[config.mk]
export PLATFORM = sky130hd
export DESIGN_NAME = uart_rx
export DESIGN_NICKNAME = d
export VERILOG_FILES = /design/src/rtl/uart_defs_pkg.sv /design/src/rtl/uart_rx_os_tick.sv /design/src/rtl/uart_rx.sv
export SDC_FILE = /design/constraint.sdc
export NUM_CORES = 1
export LEC_CHECK = 0
export ABC_AREA = 0
export BUFFER_PORTS_ARGS = -buffer_cell sky130_fd_sc_hd__buf_2
export CAP_MARGIN = 20
export CELL_PAD_IN_SITES_DETAIL_PLACEMENT = 0
export CELL_PAD_IN_SITES_GLOBAL_PLACEMENT = 1
export CORE_UTILIZATION = 49
export DETAILED_ROUTE_END_ITERATION = 10
export GPL_ROUTABILITY_DRIVEN = 0
export PLACE_DENSITY_LB_ADDON = 0.1
export SYNTH_ARGS = -nofsm -noshare
export SYNTH_HDL_FRONTEND = slang
export SYNTH_SLANG_ARGS = --single-unit
[constraint.sdc]
create_clock -name clk -period 3.5 [get_ports clk]
set_input_delay 0.175 -clock clk [delete_from_list [all_inputs] [get_ports clk]]
set_output_delay 0.175 -clock clk [all_outputs]
set_load 0.05 [all_outputs]
[src/rtl/uart_defs_pkg.sv]
// uart_defs_pkg: frame parameters, rx state encodings and baud divisor rounding shared by uart tx/rx
package uart_defs_pkg;
    localparam int OVERSAMPLE  = 16;
    localparam int PARITY_NONE = 0;
    localparam int PARITY_ODD  = 1;
    localparam int PARITY_EVEN = 2;

    typedef enum logic [2:0] {
        RX_IDLE,
        RX_START,
        RX_DATA,
        RX_PARITY,
        RX_STOP
    } rx_state_t;

    // Clocks per oversample tick, rounded to nearest.
    function automatic int calc_div(input int clk_freq, input int baud_rate);
        return (clk_freq + (OVERSAMPLE / 2) * baud_rate) / (OVERSAMPLE * baud_rate);
    endfunction
endpackage

[src/rtl/uart_rx_os_tick.sv]
// uart_rx_os_tick: divisor counter emitting the 16x oversample tick
// Ports: clk, rst (sync, active high); i_clr restarts the phase; i_en runs the counter
// (held at 0 when low); o_tick pulses one cycle every DIV enabled clocks.
module uart_rx_os_tick #(
    parameter int DIV = 27
) (
    input  logic clk,
    input  logic rst,
    input  logic i_clr,
    input  logic i_en,
    output logic o_tick
);
    localparam int CW = DIV > 1 ? $clog2(DIV) : 1;
    logic [CW-1:0] r_cnt;
    logic          w_wrap;
    assign w_wrap = r_cnt == CW'(DIV - 1);
    assign o_tick = i_en & w_wrap;
    always_ff @(posedge clk) begin
        if (rst || i_clr || !i_en)
            r_cnt <= '0;
        else
            r_cnt <= w_wrap ? '0 : r_cnt + CW'(1);
    end
endmodule

[src/rtl/uart_rx.sv]
// uart_rx: 16x oversampling asynchronous serial receiver with parity and framing checks
// Ports: clk, rst (sync, active high); rx raw idle-high line; data last word (held);
// data_valid one-cycle strobe; parity_err/frame_err qualified by data_valid;
// rx_busy high while a frame is being received.
module uart_rx
    import uart_defs_pkg::*;
#(
    parameter int CLK_FREQ   = 50_000_000,
    parameter int BAUD_RATE  = 9600,
    parameter int PARITY_BIT = 0,
    parameter int DATA_LEN   = 8
) (
    input  logic                clk,
    input  logic                rst,
    input  logic                rx,
    output logic [DATA_LEN-1:0] data,
    output logic                data_valid,
    output logic                parity_err,
    output logic                frame_err,
    output logic                rx_busy
);
    localparam int DIV = calc_div(CLK_FREQ, BAUD_RATE);

    rx_state_t           r_state, w_next;
    logic                r_sync1, r_sync2, r_prev;
    logic [3:0]          r_sidx, r_bcnt;
    logic [DATA_LEN-1:0] r_shift;
    logic                r_s7, r_s8, r_perr;
    logic                w_tick, w_fall, w_bit, w_t9, w_t15, w_last, w_exp;

    assign w_fall  = r_prev & ~r_sync2;
    assign w_t9    = w_tick && r_sidx == 4'd9;
    assign w_t15   = w_tick && r_sidx == 4'd15;
    assign w_last  = r_bcnt == 4'(DATA_LEN - 1);
    // Majority of ticks 7, 8 and the live sample at tick 9.
    assign w_bit   = (r_s7 & r_s8) | (r_s7 & r_sync2) | (r_s8 & r_sync2);
    assign w_exp   = PARITY_BIT == PARITY_ODD ? ~^r_shift : ^r_shift;
    assign rx_busy = r_state != RX_IDLE;

    uart_rx_os_tick #(.DIV(DIV)) u_tick (
        .clk   (clk),
        .rst   (rst),
        .i_clr (w_fall && r_state == RX_IDLE),
        .i_en  (r_state != RX_IDLE),
        .o_tick(w_tick)
    );

    always_ff @(posedge clk) begin
        if (rst)
            r_state <= RX_IDLE;
        else
            r_state <= w_next;
    end

    always_comb begin
        w_next = r_state;
        case (r_state)
            RX_IDLE:   w_next = w_fall ? RX_START : RX_IDLE;
            RX_START:  w_next = (w_t9 && w_bit) ? RX_IDLE : (w_t15 ? RX_DATA : RX_START);
            RX_DATA:   w_next = (w_t15 && w_last) ? (PARITY_BIT != PARITY_NONE ? RX_PARITY : RX_STOP) : RX_DATA;
            RX_PARITY: w_next = w_t15 ? RX_STOP : RX_PARITY;
            RX_STOP:   w_next = w_t9 ? RX_IDLE : RX_STOP;
            default:   w_next = RX_IDLE;
        endcase
    end

    always_ff @(posedge clk) begin
        if (rst) begin
            r_sync1    <= 1'b1;
            r_sync2    <= 1'b1;
            r_prev     <= 1'b1;
            r_sidx     <= '0;
            r_bcnt     <= '0;
            r_shift    <= '0;
            r_s7       <= 1'b0;
            r_s8       <= 1'b0;
            r_perr     <= 1'b0;
            data       <= '0;
            data_valid <= 1'b0;
            parity_err <= 1'b0;
            frame_err  <= 1'b0;
        end else begin
            r_sync1    <= rx;
            r_sync2    <= r_sync1;
            r_prev     <= r_sync2;
            data_valid <= 1'b0;
            if (r_state == RX_IDLE) begin
                r_sidx <= '0;
                r_bcnt <= '0;
                r_perr <= 1'b0;
            end else if (w_tick)
                r_sidx <= r_sidx + 4'd1;
            if (w_tick && r_sidx == 4'd7)
                r_s7 <= r_sync2;
            if (w_tick && r_sidx == 4'd8)
                r_s8 <= r_sync2;
            // Right shift with the new bit at the MSB: first bit lands in bit 0.
            if (r_state == RX_DATA && w_t9)
                r_shift <= {w_bit, r_shift[DATA_LEN-1:1]};
            if (r_state == RX_DATA && w_t15)
                r_bcnt <= w_last ? 4'd0 : r_bcnt + 4'd1;
            if (r_state == RX_PARITY && w_t9)
                r_perr <= w_bit != w_exp;
            // Leave at mid-stop so any stop length is accepted with half a bit of resync margin.
            if (r_state == RX_STOP && w_t9) begin
                data       <= r_shift;
                frame_err  <= ~w_bit;
                parity_err <= r_perr;
                data_valid <= 1'b1;
            end
        end
    end
endmodule

==> impl_metrics.csv <==
group,metric,value,unit
yosys,synth.distinct_cells,44,
grt,grt_first_pass_wirelength,5980,um
grt,grt_pass1_vias,1300,
route,drt_iter0_drc,76,
cts,cts_buffer_depth,2,
critical_path,path_max_fanout,11,
power,switching_power,189,uW
yosys,synth_xor_area_share,7.96,%
yosys,ys.flop_type,"dfxtp_1",
timing,slew_violations,0,
cts,cts_root_buf,"clkbuf_8",
floorplan,die_w,66.6,um
finish,drive_above_1_share,13.3,%
route,ant_nets,0,
floorplan,pin_count,15,
timing,clock.fmax,0.451,GHz
grt,grt_antenna_before_repair,0,
power,sw_frac_of_total,22.3,%
yosys,yosysSeqAreaShare,44.1,%
cts,cts_buffers,5,
critical_path,critPathLaunchType,"flip-flop",
hold_path,hp-class,"input pin to flip-flop",
power,share_comb_of_total_power,2.2,%
yosys,synth_fp_nets,222,
timing,fin_crit,2.22,ns
critical_path,crit_required,3.66,ns
floorplan,initial_core_util,51.1,%
finish,fin_util,55.4,%
critical_path,cp_slowest_stage_delay,0.64,ns
yosys,synthSimpleGateAreaFrac,26.9,%
grt,grt.total_usage,18.2,%
timing,finalSetupTns,0,ns
power,pwr_density_cell,383,nW/um2
power,internal_power,660,uW
route,drt-total-wl,3840,um
cts,clock_insertion_delay_worst_skew,0.30,ns
cts,cts_num_sinks,45,
timing,rsz0062_at_grt,"false",
floorplan,dieArea,4430,um2
yosys,yosysWarnings,0,
floorplan,die_h,66.6,um
cts,cts_tree,"done",
cts,cts_resized,0,
cts,cts_setup_buffers,0,
power,seq_power_share,60.8,%
place,port_buffers,14,
timing,relSlewSlack,50.0,%
yosys,synth_async_sr_flop_share,0,%
timing,holdWs,0.0631,ns
finish,regArea,901,um2
cts,cts_htree_levels,2,
yosys,synth_top_cells_by_area,"dfxtp_1 44%, mux2i_1 9.3%, nor2_1 6.2%, xnor2_1 3.9%, ha_1 3.7%",
route,wl_per_cell,13.9,um
timing,hold_violations,0,
finish,design_area,2220,um2
finish,multiInputGateArea,1080,um2
floorplan,row_count,23,
yosys,synth_top_cell_by_area,"dfxtp_1",
finish,finish.net_count,234,
place,post-place-ws,1.26,ns
finish,antennaDiodeCount,0,
route,vias,1502,
yosys,synthAdderAreaFrac,4.16,%
floorplan,core_area,4000,um2
yosys,synth_mux_area_share,9.30,%
critical_path,worstPathArrival,2.38,ns
place,hpwl,2650,um
run_status,status,"completed",
finish,syn_to_final_growth,8.45,%
yosys,yosysMostFrequentCell,"dfxtp_1",
timing,setup_viol,0,
timing,layout_setup_ws,1.28,ns
yosys,syn_area,2040,um2
route,via_per_inst,5.44,
cts,cts.clk_slew.worst_paths,0.08,ns
critical_path,end_kind,"flip-flop",
timing,tightest_slew,0.747,ns
yosys,syn_avg_cell_area,9.60,um2
yosys,synth-edff-count,0,
timing,fin_crit_sh,63.3,%
place,place_area,2130,um2
finish,fillers,369,
timing,skew,0.00803,ns
yosys,ys_ff_latch,45,
yosys,synth_top_family_by_area,"simple AND/OR/NAND/NOR gates",
critical_path,path_cells,"ha_1, and4bb_2, nand4_1, mux2i_1, nor2_1",
route,drcViolationCount,0,
yosys,synth_top_area_share,44.1,%
cts,cts_hold_buffers,0,
route,dr.pass1.iters,5,
power,vdd.ir_drop.worst,0.298,mV
yosys,synth_cells,213,
run,cap_violations,0,
power,power.share.clock,37.0,%
power,power_leakage,0.000949,uW
grt,grt_max_degree,35,
yosys,synth_compound_gate_area_share,4.35,%
grt,grt_overflow,0,
critical_path,cp_slowest_cell,"nand4_1",
yosys,synth_common_cells,"45 x dfxtp_1, 34 x nor2_1, 19 x mux2i_1",
critical_path,path_class,"flip-flop to flip-flop",
-- per-layer routing --
layer,share of wire (%),track usage [%],up-vias
met5,0,0,-
met4,1.6,7.18,0
met3,3.7,5.31,6
met2,44,27.3,29
met1,50,24.2,704
li1,-,-,763
-- cell usage in the layout (no fill, tap or decap), types with 5 or more instances in the layout --
master and count:
a21oi_1 6, buf_2 14, clkbuf_8 5, dfxtp_1 45, ha_1 6, inv_1 5, mux2i_1 19, nand2_1 7
nand3_1 14, nand3b_1 5, nand4_1 5, nor2_1 34, or2_2 5, xnor2_1 9, xor2_1 7
-- power groups by stage --
stage	clock network [uW]	registers (uW)	logic, uW
after floorplan	0	527	16.1
after global placement	0	528	18.6
after CTS	324	517	19.1
after detailed placement	0	529	19.1
after global routing	342	517	20.7
final	314	517	19.1
-- final cells by class --
class / count / area share, %
clock buffers: 7 / 3.44
repair buffers: 14 / 3.16
clock inverters: 1 / 0.339
well taps: 50 / 2.82
flip-flops and latches: 45 / 40.6
multi-input cells: 153 / 48.6
inverters: 6 / 1.02
-- kinds of logic (layout without fill, tap and decap cells) --
group	Yosys count	in the layout
compound gates	14	14
xor+xnor	17	17
buf+inv	15	28
mux	19	19
fa+ha+maj	7	7
flops	45	45
simple gates	96	96
-- path summary, 6_finish.rpt --
kind / start / end / slack [ns] / depth (start not counted)
max: u_tick.r_cnt[0] / data[7] / 1.28 / 5
min reg2reg: r_sync1 / r_sync2 / 0.41 / 1
min: rx / r_sync1 / 0.06 / 2
max reg2reg: u_tick.r_cnt[0] / data[7] / 1.28 / 5
-- registers in the layout (all words and copies together) (netlist names) --
signal and cells:
u_tick.r_cnt 9, data 8, r_shift 8, r_bcnt 4, r_sidx 4, r_state 3
data_valid 1, frame_err 1, parity_err 1, r_perr 1, r_prev 1, r_s7 1
r_s8 1, r_sync1 1, r_sync2 1
-- worst max-delay path, delay by kind of cell, from the launching register on --
family | cells | cell delay [ns]
adder cells (fa/ha/maj) | 1 | 0.19
flip-flops | 1 | 0.43
multiplexers | 1 | 0.36
AND/OR/NAND/NOR | 3 | 1.10
-- metrics by stage --
| step | power [uW] | cells |
|---|---|---|
| floorplan | 543 | 213 |
| global placement | 547 | 268 |
| detailed placement | 548 | 268 |
| CTS | 860 | 276 |
| global route | 880 | 276 |
| finish | 850 | 276 |
Note: power is estimated with default switching activity, not from simulation.
